===== config.mk =====
export PLATFORM = sky130hd
export DESIGN_NAME = and_unit_arbiter_flat
export DESIGN_NICKNAME = d
export VERILOG_FILES = /design/src/rtl/and_unit_arbiter_if.sv /design/src/rtl/and_unit_arbiter.sv /design/src/flat_wrapper.sv
export SDC_FILE = /design/constraint.sdc
export NUM_CORES = 1
export LEC_CHECK = 0
export ABC_AREA = 0
export CORE_MARGIN = 2
export CORE_UTILIZATION = 40
export DETAILED_ROUTE_END_ITERATION = 16
export PLACE_DENSITY = 0.85
export RECOVER_POWER = 100
export SKIP_CTS_REPAIR_TIMING = 1
export SLEW_MARGIN = 30
export SYNTH_ARGS = -nofsm -noshare
export SYNTH_HDL_FRONTEND = slang
export SYNTH_SLANG_ARGS = --single-unit

===== constraint.sdc =====
create_clock -name clk -period 2.91 [get_ports clk]
set_input_delay 0.582 -clock clk [delete_from_list [all_inputs] [get_ports clk]]
set_output_delay 0.582 -clock clk [all_outputs]
set_load 0.02 [all_outputs]

===== src/rtl/and_unit_arbiter_if.sv =====
`default_nettype none
// +----------------------------------------------------------------------------+
// | Module   : and_unit_arbiter_if                                             |
// | Purpose  : Bundles the two requester handshakes, the result stage and the  |
// |            grant counters of and_unit_arbiter.                             |
// | Signals  : req0_vld/req0_a/req0_b/req0_rdy - requester 0 handshake         |
// |            req1_vld/req1_a/req1_b/req1_rdy - requester 1 handshake         |
// |            res_vld/res/res_id/res_rdy      - result stage handshake        |
// |            gnt_cnt0/gnt_cnt1               - saturating grant counters     |
// | Modports : slave  - the arbiter (consumes requests, produces results)      |
// |            master - the surrounding units / testbench                      |
// | Revision : 1.0  initial release                                            |
// +----------------------------------------------------------------------------+
interface and_unit_arbiter_if;
  logic        req0_vld;
  logic [15:0] req0_a;
  logic [15:0] req0_b;
  logic        req0_rdy;
  logic        req1_vld;
  logic [15:0] req1_a;
  logic [15:0] req1_b;
  logic        req1_rdy;
  logic        res_vld;
  logic [15:0] res;
  logic        res_id;
  logic        res_rdy;
  logic [7:0]  gnt_cnt0;
  logic [7:0]  gnt_cnt1;

  modport slave (
    input  req0_vld, req0_a, req0_b,
    output req0_rdy,
    input  req1_vld, req1_a, req1_b,
    output req1_rdy,
    output res_vld, res, res_id,
    input  res_rdy,
    output gnt_cnt0, gnt_cnt1
  );

  modport master (
    output req0_vld, req0_a, req0_b,
    input  req0_rdy,
    output req1_vld, req1_a, req1_b,
    input  req1_rdy,
    input  res_vld, res, res_id,
    output res_rdy,
    input  gnt_cnt0, gnt_cnt1
  );
endinterface
`default_nettype wire


===== src/rtl/and_unit_arbiter.sv =====
`default_nettype none
// +----------------------------------------------------------------------------+
// | Module   : and_unit_arbiter                                                |
// | Purpose  : Shares one 16-bit bitwise-AND datapath between two requesters.  |
// |            One request is granted per cycle; the result is registered with |
// |            the winner's ID into a single-entry output stage that is held   |
// |            until the consumer accepts it.                                  |
// | Ports    : clk   - sole clock, rising edge                                 |
// |            rst_n - synchronous active-low reset                            |
// |            bus   - and_unit_arbiter_if.slave (requests, result, counters)  |
// | Config   : AND_ARB_RR_EN defined   -> round-robin tie-break                |
// |            AND_ARB_RR_EN undefined -> requester 0 always wins ties         |
// | Revision : 1.0  initial release                                            |
// +----------------------------------------------------------------------------+
module and_unit_arbiter (
  input  logic                  clk,
  input  logic                  rst_n,
  and_unit_arbiter_if.slave     bus
);

  typedef enum logic [0:0] {
    EMPTY = 1'b0,
    FULL  = 1'b1
  } state_t;

  state_t      state;
  state_t      state_nxt;

  logic        last_gnt;
  logic [15:0] res_q;
  logic        res_id_q;
  logic [7:0]  cnt0_q;
  logic [7:0]  cnt1_q;

  logic        free;
  logic        pick1;
  logic        win0;
  logic        win1;
  logic        take0;
  logic        take1;
  logic        take;
  logic [15:0] sel_a;
  logic [15:0] sel_b;
  logic [15:0] and_res;

  // The slot can accept a new result when it is empty or is being drained
  // in this same cycle. Nothing is accepted while reset is asserted.
  assign free = rst_n && ((state == EMPTY) || bus.res_rdy);

  // Tie-break: which requester wins when both are valid.
`ifdef AND_ARB_RR_EN
  // The requester that did not win the last grant goes first.
  assign pick1 = ~last_gnt;
`else
  // Fixed priority to requester 0; last_gnt is still tracked but ignored.
  assign pick1 = last_gnt & 1'b0;
`endif

  assign win0  = bus.req0_vld && (!bus.req1_vld || !pick1);
  assign win1  = bus.req1_vld && (!bus.req0_vld ||  pick1);
  assign take0 = free && win0;
  assign take1 = free && win1;
  assign take  = take0 || take1;

  assign bus.req0_rdy = take0;
  assign bus.req1_rdy = take1;

  // Shared datapath: operand mux on the winner, then a lane-wise AND.
  assign sel_a   = take1 ? bus.req1_a : bus.req0_a;
  assign sel_b   = take1 ? bus.req1_b : bus.req0_b;
  assign and_res = {sel_a[15:8] & sel_b[15:8], sel_a[7:0] & sel_b[7:0]};

  always_comb begin
    state_nxt = state;
    case (state)
      EMPTY: if (take) state_nxt = FULL;
      FULL: begin
        // Drain and refill in the same edge when a grant lines up with res_rdy.
        if (bus.res_rdy) state_nxt = take ? FULL : EMPTY;
      end
      default: state_nxt = EMPTY;
    endcase
  end

  always_ff @(posedge clk) begin
    if (!rst_n) begin
      state    <= EMPTY;
      res_q    <= 16'h0000;
      res_id_q <= 1'b0;
      last_gnt <= 1'b1;   // requester 0 wins the first tie
      cnt0_q   <= 8'h00;
      cnt1_q   <= 8'h00;
    end else begin
      state <= state_nxt;
      if (take) begin
        res_q    <= and_res;
        res_id_q <= take1;
        last_gnt <= take1;
      end
      if (take0 && (cnt0_q != 8'hFF)) cnt0_q <= cnt0_q + 8'h01;
      if (take1 && (cnt1_q != 8'hFF)) cnt1_q <= cnt1_q + 8'h01;
    end
  end

  assign bus.res_vld  = (state == FULL);
  assign bus.res      = res_q;
  assign bus.res_id   = res_id_q;
  assign bus.gnt_cnt0 = cnt0_q;
  assign bus.gnt_cnt1 = cnt1_q;

endmodule
`default_nettype wire

===== src/flat_wrapper.sv =====
// flat-port wrapper written by rule: the top's interface ports become plain ports
module and_unit_arbiter_flat 
  (clk, rst_n, bus_req0_vld, bus_req0_a, bus_req0_b, bus_req0_rdy, bus_req1_vld, bus_req1_a, bus_req1_b, bus_req1_rdy, bus_res_vld, bus_res, bus_res_id, bus_res_rdy, bus_gnt_cnt0, bus_gnt_cnt1);
  and_unit_arbiter_if bus_i ();
  input  logic clk;
  input  logic rst_n;
  input wire logic [$bits(bus_i.req0_vld)-1:0] bus_req0_vld;
  input wire logic [$bits(bus_i.req0_a)-1:0] bus_req0_a;
  input wire logic [$bits(bus_i.req0_b)-1:0] bus_req0_b;
  output wire logic [$bits(bus_i.req0_rdy)-1:0] bus_req0_rdy;
  input wire logic [$bits(bus_i.req1_vld)-1:0] bus_req1_vld;
  input wire logic [$bits(bus_i.req1_a)-1:0] bus_req1_a;
  input wire logic [$bits(bus_i.req1_b)-1:0] bus_req1_b;
  output wire logic [$bits(bus_i.req1_rdy)-1:0] bus_req1_rdy;
  output wire logic [$bits(bus_i.res_vld)-1:0] bus_res_vld;
  output wire logic [$bits(bus_i.res)-1:0] bus_res;
  output wire logic [$bits(bus_i.res_id)-1:0] bus_res_id;
  input wire logic [$bits(bus_i.res_rdy)-1:0] bus_res_rdy;
  output wire logic [$bits(bus_i.gnt_cnt0)-1:0] bus_gnt_cnt0;
  output wire logic [$bits(bus_i.gnt_cnt1)-1:0] bus_gnt_cnt1;
  assign bus_i.req0_vld = bus_req0_vld;
  assign bus_i.req0_a = bus_req0_a;
  assign bus_i.req0_b = bus_req0_b;
  assign bus_req0_rdy = bus_i.req0_rdy;
  assign bus_i.req1_vld = bus_req1_vld;
  assign bus_i.req1_a = bus_req1_a;
  assign bus_i.req1_b = bus_req1_b;
  assign bus_req1_rdy = bus_i.req1_rdy;
  assign bus_res_vld = bus_i.res_vld;
  assign bus_res = bus_i.res;
  assign bus_res_id = bus_i.res_id;
  assign bus_i.res_rdy = bus_res_rdy;
  assign bus_gnt_cnt0 = bus_i.gnt_cnt0;
  assign bus_gnt_cnt1 = bus_i.gnt_cnt1;
  and_unit_arbiter u_core (.clk(clk), .rst_n(rst_n), .bus(bus_i));
endmodule

==> metrics.cfg <==
[setup_path]
crit_path_start_kind = input pin
worstSetupPathType = in2out
cp.arrival_ns = 2.24
worstPathMaxFanout = 2
required_ns = 2.33
endpoint_kind = output pin

[clock_tree]
cts_buffers = 5
clockBufferDepth = 2
cts_sinks = 34
root_buffer = clkbuf_8
clk_latency_ns = 0.29
tritoncts = built
clk_pin_slew_ns = 0.06
htreeDepth = 2

[logic_synthesis]
synth_fa_ha_area_share_pct = 1.429
synth_edf_count = 0
synth-compound-area-share_pct = 21.79
synth_commonest_cells = 34 x a21oi_1, 34 x dfxtp_1, 16 x nand2_1
synth.cell_area_um2 = 1752
yosys.area_share.simple_pct = 28.21
synth_cell_types = 37
syn-num-nets = 271
synthTopCellsByArea = dfxtp_1 39%, a21oi_1 9.7%, nor4_2 7.9%
synth_top_area_share_pct = 38.86
synth-seq-cells = 34
synth_top_area_cell = dfxtp_1
yosys.area_share.xor_xnor_pct = 0
synth_flop_cell = dfxtp_1
synthMuxAreaShare_pct = 2.857
synth_top_family_by_area = simple AND/OR/NAND/NOR gates
postSynth.asyncResetShare_pct = 0
yosys_warnings = 0
yosysSeqAreaShare_pct = 38.86
syn-instance-count = 200
avgSynthCellArea_um2 = 8.758

[timing]
rsz0062_at_grt = false
hold_violations = 0
slew_headroom_pct = 30.53
setup-tns-final_ns = 0
fmax_ghz = 0.3540
final.setup.worst_slack_ns = 0.08518
slew_viol_final = 0
fin_skew_ns = 0.002652
setup_viol = 0
worst_slew_pin_slew_ns = 1.042
fin_crit_sh_pct = 97.07
min_period_ns = 2.825

[floorplan]
die-area_um2 = 4925
start_util_pct = 40.79
num_rows = 24
io_pins = 105
die_x_um = 70.18
core_area_um2 = 4294
die_h_um = 70.18

[power]
ir_drop_uv = 280.7
power_uw = 1105
p_leak_uw = 0.001121
power_density_nw_per_um2 = 382.4

[grt]
antenna_found_initial = 0
grt-ovfl-total = 0
track_usage_pct = 21.36
grt_start_max_net_pins = 24
grt_pass1_vias = 1869
grt_pass1_wl_um = 8459

[detailed_routing]
num_vias = 1954
drt_pass1_iterations = 4
drt-met1-wl_um = 2273
ant_nets = 0
top_layer = met4
via_per_inst = 5.413
wl_per_cell_um = 14.59
wl_met2_um = 2544
drc = 0
drtIter0Drc = 71
routed_wl_um = 5268
met3_length_um = 388

[layout]
diodes = 0
syn_to_final_growth_pct = 65.00
nNetsFinal = 379
multiInputGateArea_um2 = 932.1
drive_above_1_share_pct = 7.767
fillers = 362
fin_util_pct = 67.31
regArea_um2 = 680.7
instances_no_fill = 361

[status]
status = completed

[worst_hold_path]
hp-class = reg2reg

[place]
placedCellCount = 353
numPortBuffers = 104
hpwl_um = 4109
gp_congestion = 0.7893
place_ws_ns = 0.08634

[job]
cap_violations = 0

## logic make-up (layout without fill, tap and decap cells)
kind of cell	count (synthesis)	count (layout)
AND/OR/NAND/NOR	76	76
AO/OA/AOI/OAI	63	63
flip-flops	34	34
buffers and inverters	20	129
multiplexers	5	5
adder cells (fa/ha/maj)	2	2
## state kept, by name, summed over array words and instances (netlist names)
register and cells:
u_core.bus.gnt_cnt0 8, u_core.bus.res_id 1, u_core.bus.res_vld 1, u_core.bus.gnt_cnt1 8
u_core.bus.res 16
## final cells by class
cell class | instances | area share [%]
Sequential cell | 34 | 23.55
Tap cell | 52 | 2.251
Inverter | 6 | 0.8225
Clock inverter | 1 | 0.1732
Timing Repair Buffer | 115 | 37.97
Clock buffer | 7 | 2.987
Multi-Input combinational cell | 146 | 32.25
## worst max-delay path, stage by stage
cell	delay, ns
clkdlybuf4s50_1	0.52
nor2b_4	0.05
or3_1	0.38
clkinvlp_2	0.10
clkdlybuf4s50_1	0.61
## cell usage in the layout (no fill, tap or decap), types with 2 or more instances in the layout
| master | count |
|---|---|
| buf_4 | 4 |
| a211oi_1 | 2 |
| inv_1 | 5 |
| a21oi_1 | 34 |
| o21ai_0 | 10 |
| clkbuf_1 | 8 |
| clkdlybuf4s50_1 | 70 |
| a31oi_1 | 2 |
| nor4_2 | 9 |
| a21o_1 | 6 |
| nor3_1 | 14 |
| or3_1 | 3 |
| nor4_1 | 4 |
| ha_1 | 2 |
| dlygate4sd3_1 | 34 |
| nand2_1 | 16 |
| nand2b_1 | 2 |
| and3_1 | 3 |
| o311ai_0 | 2 |
| clkbuf_8 | 6 |
| o31ai_1 | 4 |
| nand4_1 | 6 |
| or4_1 | 3 |
| dfxtp_1 | 34 |
| nand3_1 | 11 |
| mux2i_1 | 5 |
## per-stage QoR
stage / cell area [µm²] / hold slack, ns
final: 2890 / 0.4942
after global routing: 2890 / 0.5447
after CTS: 2939 / 0.4973
after detailed placement: 2848 / 0.4852
after global placement: 2848 / 0.4767
after floorplan: 1752 / 0.5564
## where the power goes
part	internal (µW)	total (µW)	leakage [µW]	switching, µW
combinational	142	248	0.000795	106
sequential	486	497	0.000277	11.9
clock	191	359	0.0000482	169
## final timing paths
check	startpoint	endpoint	slack [ns]	cells after the start
hold / removal	u_core.bus.gnt_cnt1[5]$_SDFFE_PN0P_	u_core.bus.gnt_cnt1[5]$_SDFFE_PN0P_	0.49	2
hold reg to reg	u_core.bus.gnt_cnt1[5]$_SDFFE_PN0P_	u_core.bus.gnt_cnt1[5]$_SDFFE_PN0P_	0.49	2
setup / recovery	bus_res_rdy	bus_req1_rdy	0.09	5
setup reg to reg	u_core.bus.res_vld$_SDFF_PN0_	u_core.bus.gnt_cnt1[6]$_SDFFE_PN0P_	0.66	6
## layer usage
metal	GRT usage, %	vias up
met5	0	-
met4	7.479	0
met3	5.628	7
met2	37.25	69
met1	25.22	906
li1	-	972
Power figures use the tool's default switching activity.
